File: config.mk
export PLATFORM = sky130hd
export DESIGN_NAME = kbd_mmio_reader
export DESIGN_NICKNAME = d
export VERILOG_FILES = /design/src/rtl/kbd_pkg.sv /design/src/rtl/kbd_fifo.sv /design/src/rtl/kbd_mmio_reader.sv
export SDC_FILE = /design/constraint.sdc
export NUM_CORES = 1
export LEC_CHECK = 0
export BUFFER_PORTS_ARGS = -buffer_cell sky130_fd_sc_hd__clkbuf_2
export CAP_MARGIN = 20
export CORE_AREA = 10 10 228 230
export DETAILED_ROUTE_END_ITERATION = 10
export DIE_AREA = 0 0 238 240
export PLACE_DENSITY = 0.76
export SLEW_MARGIN = 30
export SYNTH_ARGS = -nofsm -noshare
export SYNTH_HDL_FRONTEND = slang
export SYNTH_HIERARCHICAL = 1
export SYNTH_SLANG_ARGS = --single-unit
File: constraint.sdc
create_clock -name clk -period 7.8 [get_ports clk]
set_input_delay 1.17 -clock clk [delete_from_list [all_inputs] [get_ports clk]]
set_output_delay 1.17 -clock clk [all_outputs]
set_load 0.05 [all_outputs]
File: src/rtl/kbd_pkg.sv
// kbd_pkg: shared constants and types for the keyboard MMIO receiver.
//   - MMIO byte offsets (DATA, IRQ_EN, STATUS)
//   - STATUS register bit positions
//   - kbd_key_t: one keystroke word
package kbd_pkg;

  localparam logic [3:0] KBD_DATA_OFF   = 4'h0;
  localparam logic [3:0] KBD_IRQEN_OFF  = 4'h4;
  localparam logic [3:0] KBD_STATUS_OFF = 4'h8;

  localparam int EMPTY_BIT = 0;
  localparam int OVF_BIT   = 1;
  localparam int FULL_BIT  = 2;
  localparam int CNT_LSB   = 8;

  typedef logic [63:0] kbd_key_t;

endpackage

File: src/rtl/kbd_fifo.sv
// kbd_fifo: synchronous FIFO with first-word-fall-through read port.
// Ports:
//   clk, reset (async, active low)
//   push/wdata : write request, dropped when full unless a pop frees a slot
//   pop        : advance head, ignored when empty
//   rdata      : current head entry (valid when !empty)
//   count/full/empty : occupancy status
module kbd_fifo #(
  parameter int DEPTH = 8,
  parameter int W     = 64,
  parameter int CNT_W = $clog2(DEPTH) + 1
) (
  input  logic             clk,
  input  logic             reset,
  input  logic             push,
  input  logic [W-1:0]     wdata,
  input  logic             pop,
  output logic [W-1:0]     rdata,
  output logic [CNT_W-1:0] count,
  output logic             full,
  output logic             empty
);

  localparam int AW = $clog2(DEPTH);

  logic [DEPTH-1:0][W-1:0] mem;
  logic [AW-1:0]           wr_ptr, rd_ptr;
  logic                    do_push, do_pop;

  assign empty   = (count == '0);
  assign full    = (count == CNT_W'(DEPTH));
  assign do_pop  = pop & ~empty;
  // A simultaneous pop frees the slot, so a push into a full FIFO still lands.
  assign do_push = push & (~full | do_pop);
  assign rdata   = mem[rd_ptr];

  always_ff @(posedge clk) begin
    if (do_push) mem[wr_ptr] <= wdata;
  end

  always_ff @(posedge clk or negedge reset) begin
    if (!reset) begin
      wr_ptr <= '0;
      rd_ptr <= '0;
      count  <= '0;
    end else begin
      if (do_push) wr_ptr <= wr_ptr + 1'b1;
      if (do_pop)  rd_ptr <= rd_ptr + 1'b1;
      if (do_push && !do_pop)      count <= count + 1'b1;
      else if (!do_push && do_pop) count <= count - 1'b1;
    end
  end

endmodule

File: src/rtl/kbd_mmio_reader.sv
// kbd_mmio_reader: CPU-side receiver for the keystroke bus.
// Captures each new non-zero keystroke into a FIFO and exposes it over MMIO.
// Ports:
//   clk, reset (async, active low)
//   key_in             : current keystroke, 0 = no key held
//   rd_en/rd_addr      : MMIO load; rd_data/rd_valid returned one cycle later
//   wr_en/wr_addr/wr_data : MMIO store
//   irq                : only when KBD_IRQ_EN is defined
// Register map: 0x0 DATA (read pops), 0x4 IRQ_EN (KBD_IRQ_EN only), 0x8 STATUS
//   STATUS = {count @ [8+:CNT_W], full @2, overflow @1, empty @0};
//   writing bit1 of STATUS clears the sticky overflow flag.
// Optional macro: KBD_IRQ_EN adds the irq port and IRQ_EN register.
module kbd_mmio_reader
  import kbd_pkg::*;
#(
  parameter int DEPTH = 8,
  parameter int KEY_W = 64,
  parameter int CNT_W = $clog2(DEPTH) + 1
) (
  input  logic             clk,
  input  logic             reset,
  input  logic [KEY_W-1:0] key_in,
  input  logic             rd_en,
  input  logic [3:0]       rd_addr,
  output logic [63:0]      rd_data,
  output logic             rd_valid,
  input  logic             wr_en,
  input  logic [3:0]       wr_addr,
  input  logic [63:0]      wr_data
`ifdef KBD_IRQ_EN
  ,
  output logic             irq
`endif
);

  logic [KEY_W-1:0] key_q;
  logic             key_ev;
  logic             pop, ovf, ovf_set, ovf_clr;
  logic [KEY_W-1:0] head;
  logic [CNT_W-1:0] count;
  logic             full, empty;
  logic [63:0]      status;

  // New key: value changed and not idle, so a held key fires once.
  assign key_ev  = (key_in != key_q) && (key_in != '0);
  assign pop     = rd_en && (rd_addr == KBD_DATA_OFF) && !empty;
  assign ovf_set = key_ev && full && !pop;
  assign ovf_clr = wr_en && (wr_addr == KBD_STATUS_OFF) && wr_data[OVF_BIT];

  kbd_fifo #(.DEPTH(DEPTH), .W(KEY_W), .CNT_W(CNT_W)) u_fifo (
    .clk   (clk),
    .reset (reset),
    .push  (key_ev),
    .wdata (key_in),
    .pop   (pop),
    .rdata (head),
    .count (count),
    .full  (full),
    .empty (empty)
  );

  always_comb begin
    status                   = '0;
    status[EMPTY_BIT]        = empty;
    status[OVF_BIT]          = ovf;
    status[FULL_BIT]         = full;
    status[CNT_LSB +: CNT_W] = count;
  end

`ifdef KBD_IRQ_EN
  logic irq_en;
  logic unused_wr;
  assign unused_wr = ^wr_data[63:2];
`else
  logic unused_wr;
  assign unused_wr = ^{wr_data[63:2], wr_data[0]};
`endif

  always_ff @(posedge clk or negedge reset) begin
    if (!reset) begin
      key_q    <= '0;
      rd_data  <= '0;
      rd_valid <= 1'b0;
      ovf      <= 1'b0;
`ifdef KBD_IRQ_EN
      irq_en   <= 1'b0;
      irq      <= 1'b0;
`endif
    end else begin
      key_q    <= key_in;
      rd_valid <= rd_en;
      if (rd_en) begin
        case (rd_addr)
          KBD_DATA_OFF:   rd_data <= empty ? 64'd0 : 64'(head);
          KBD_STATUS_OFF: rd_data <= status;
`ifdef KBD_IRQ_EN
          KBD_IRQEN_OFF:  rd_data <= {63'd0, irq_en};
`endif
          default:        rd_data <= '0;
        endcase
      end
      // Set beats clear when both land in the same cycle.
      if (ovf_set)      ovf <= 1'b1;
      else if (ovf_clr) ovf <= 1'b0;
`ifdef KBD_IRQ_EN
      if (wr_en && (wr_addr == KBD_IRQEN_OFF)) irq_en <= wr_data[0];
      irq <= irq_en & ~empty;
`endif
    end
  end

endmodule

==> run_results.csv <==
group,metric,value,unit
status,status,"completed",
worst_hold_path,hold_class,"flop to flop",
placement,gp_congestion,0.7972,
synth,synth_area,24910,µm²
global_route,grtUsageMet1,25.13,%
synth,syn_avg_cell_area,19.85,µm²
sta,rsz0062_at_grt,"no",
power_and_ir_drop,seqPwrFrac,46.9,%
route,drt_iter0_markers,1226,
synth,yosysUniqueCellTypes,43,
die,initial_core_util,52.62,%
sta,worst_slew_pin_slew,0.9296,ns
worst_setup_path,critPathRequiredTime,8.30,ns
route,vias,12214,
global_route,grt-busiest-layer,"met2",
final_layout,post-route-util,60.33,%
synth,yosys_warnings,6,
die,ios,205,
placement,placed_cell_area,26420,µm²
sta,finalSetupTns,0,ns
die,die-area,57120,µm²
route,via_per_inst,5.808,
synth,yosysTopAreaCell,"edfxtp_1",
die,die-height,240,µm
worst_setup_path,r2r_cells,10,
clocking,ctsHoldBuffers,0,
route,wirelength,53040,µm
synth,yosysSeqAreaShare,75.77,%
synth,synth_edf_count,512,
sta,skew,0.02076,ns
sta,final-hold-violation-count,0,
clocking,insertion_delay,0.63,ns
power_and_ir_drop,switchingPower,2.980,mW
power_and_ir_drop,pwr-share-clk,28.4,%
sta,relSlewSlack,38.03,%
clocking,cts_buffers,61,
worst_setup_path,startpoint_type,"input port",
power_and_ir_drop,combPwrFrac,24.6,%
global_route,grt_usage,18.97,%
final_layout,fin_nets,1581,
worst_setup_path,worstPathArrival,4.97,ns
worst_setup_path,cpMaxStageDelayCell,"nor3_4",
global_route,grt_max_degree,79,
global_route,met2_usage,31.38,%
global_route,grt-ovfl-total,0,
clocking,path_clk_slew,0.06,ns
synth,synth.top_cell.area_share,61.71,%
clocking,h-tree-depth,2,
final_layout,n_antenna_cell,0,
worst_setup_path,critPathKind,"input port to flop",
final_layout,syn2layout_area_growth,14.65,%
clocking,clock_path_buffers,3,
power_and_ir_drop,swShare,28.23,%
final_layout,final_layout_size_suffix_gt1_share,31.99,%
route,drc,0,
worst_setup_path,cp-end-kind,"flop",
synth,synth-async-reset-ratio,21.47,%
worst_hold_path,hold_depth,2,
die,die_width,238,µm
final_layout,n_fill_cell,3300,
job,drv_cap,0,
sta,post-route-period-util,57.41,%
power_and_ir_drop,peakVddDrop,0.2507,mV
global_route,grt_pass1_wl,80980,µm
worst_setup_path,cp_slowest_stage_delay,0.72,ns
global_route,grt_pass1_vias,12892,
clocking,cts_tree,"done",
clocking,clock_sinks,652,
placement,dp_hpwl,31630,µm
final_layout,finalInstanceArea,28560,µm²
sta,setup_viol,0,
sta,timing.fmax,0.2233,GHz
route,wl_per_cell,25.22,µm
worst_setup_path,critical_path_peak_fanout,53,
die,std_cell_rows,80,
sta,report.final.slew_viol_count,0,
synth,syn_inst,1255,
route,postRouteAntennaNets,0,
worst_setup_path,path_cells,"clkbuf_2 > nor3_1 > nand2_1 > nor3_4 > buf_4 > o41ai_2 > ha_1 > inv_1 > ha_1 > or4_1 > o211ai_1 > o211ai_1",
route,firstDrtPassIters,5,
sta,post-route-min-period,4.478,ns
synth,syn-num-nets,1401,
synth,synth-main-ff-cell,"edfxtp_1",
clocking,cts_root_buf,"clkbuf_16",
power_and_ir_drop,powerDensity,369.6,nW/µm²
power_and_ir_drop,p_int,7.576,mW
global_route,antenna_found_initial,6,
die,core,47350,µm²
power_and_ir_drop,total_leakage_power,9.945,nW
placement,numPortBuffers,141,
clocking,cts_resized,0,
clocking,cts_setup_buffers,0,
global_route,grt.met3_usage,4.271,%
synth,ys_top_cells_by_area,"edfxtp_1 (62%), dfrtp_1 (14%), mux4_2 (12%), mux2_2 (3.0%), xor2_1 (2.3%)",
synth,ys_seq_elements,652,
==> path summary, 6_finish.rpt <==
check,startpoint,to,slack [ns]
worst max-delay path,rd_addr[2],u_fifo/count[3]$_DFFE_PN0P_,3.32
worst min-delay path,rd_data[37]$_DFFE_PN0P_,rd_data[37]$_DFFE_PN0P_,0.51
worst max register to register,u_fifo/count[0]$_DFFE_PN0P_,u_fifo/count[3]$_DFFE_PN0P_,3.61
worst min register to register,rd_data[37]$_DFFE_PN0P_,rd_data[37]$_DFFE_PN0P_,0.51
max in group asynchronous,reset,u_fifo/rd_ptr[0]$_DFFE_PN0P_,5.98
min in group asynchronous,reset,rd_data[33]$_DFFE_PN0P_,0.57
==> final cells by class <==
cell class | instances | area [µm²] | share of cell area, %
Clock buffer | 87 | 1907 | 6.676
Sequential cell | 652 | 18890 | 66.12
Clock inverter | 29 | 177.7 | 0.6220
Multi-Input combinational cell | 483 | 5545 | 19.41
Inverter | 69 | 259.0 | 0.9067
Tap cell | 615 | 769.5 | 2.694
Timing Repair Buffer | 168 | 1018 | 3.566
==> layout by cell type (no fill, tap or decap), types with 7 or more instances in the layout <==
cell type  instances
clkinv_1           9
nand2_1           61
nand4_1            8
edfxtp_1         512
clkbuf_2         140
mux4_2           128
o21ai_0           61
inv_1             69
clkinv_2          12
nor4_1            34
clkbuf_1           9
clkbuf_8           7
mux2_2            66
dfrtp_1          137
buf_4             19
clkbuf_16         71
xor2_1            65
==> per-stage QoR <==
stage / power, mW / cells / hold slack [ns] / setup WS, ns
6_report: 10.56 / 2103 / 0.5139 / 3.322
5_1_grt: 11.00 / 2103 / 0.5410 / 3.035
4_1_cts: 10.65 / 2101 / 0.5232 / 3.278
3_5_place_dp: 7.627 / 1985 / 0.5082 / 2.636
3_3_place_gp: 7.491 / 1983 / 0.5056 / 2.792
2_1_floorplan: 6.890 / 1255 / 0.4596 / 0.7161
==> state kept, by name, summed over array words and instances (netlist names) <==
name and flops:
u_fifo/count 4, u_fifo/rd_ptr 3, key_q 64, rd_valid 1
u_fifo/wr_ptr 3, u_fifo/mem 512, ovf 1, rd_data 64
==> cell usage after synthesis (2+ instances only) <==
library cell    n
a21oi_1         3
a22oi_1         6
buf_1          10
buf_2           6
buf_4           7
buf_6          11
clkbuf_1       17
dfrtp_1       140
edfxtp_1      512
ha_1            5
inv_1          69
mux2_2         66
mux4_2        128
nand2_1        61
nand2b_1        2
nand3_1         2
nand4_1         8
nor2_1          5
nor3_1          6
nor4_1         35
o211ai_1        4
o21ai_0        61
o21ai_1         3
xnor2_1         5
xor2_1         65
==> per-layer routing <==
metal / share of wire [%] / wire length, µm
met2: 50 / 26550
met5: 0.13 / 70
met1: 40 / 21380
met4: 1.8 / 935
met3: 7.7 / 4100
==> logic make-up (layout without fill, tap and decap cells) <==
logic type                 Yosys count  count (layout)  share of synthesized area (%)
buffers and inverters              120             353                          2.275
adders and majority gates            6               6                         0.3315
xor gates and xnor gates            70              70                          2.461
muxes                              196             196                          14.64
DFF                                652             652                          75.77
AOI/OAI and AO/OA                   83              83                          1.913
and+or+nand+nor                    128             128                          2.607
==> power groups by stage <==
stage / clock [mW] / sequential, mW / combinational (mW)
detailed placement: 0 / 5.08 / 2.55
global placement: 0 / 5.01 / 2.48
finish: 3.00 / 4.96 / 2.60
CTS: 3.06 / 5.01 / 2.58
global route: 3.18 / 5.03 / 2.79
floorplan: 0 / 5.04 / 1.85
==> worst max-delay path: cells and delay by family <==
family	cells	cell delay [ns]
simple gates	4	1.65
buf+inv	3	0.96
fa+ha+maj	2	0.64
compound gates	3	0.49
No activity file was read; power rests on OpenSTA's default activity.
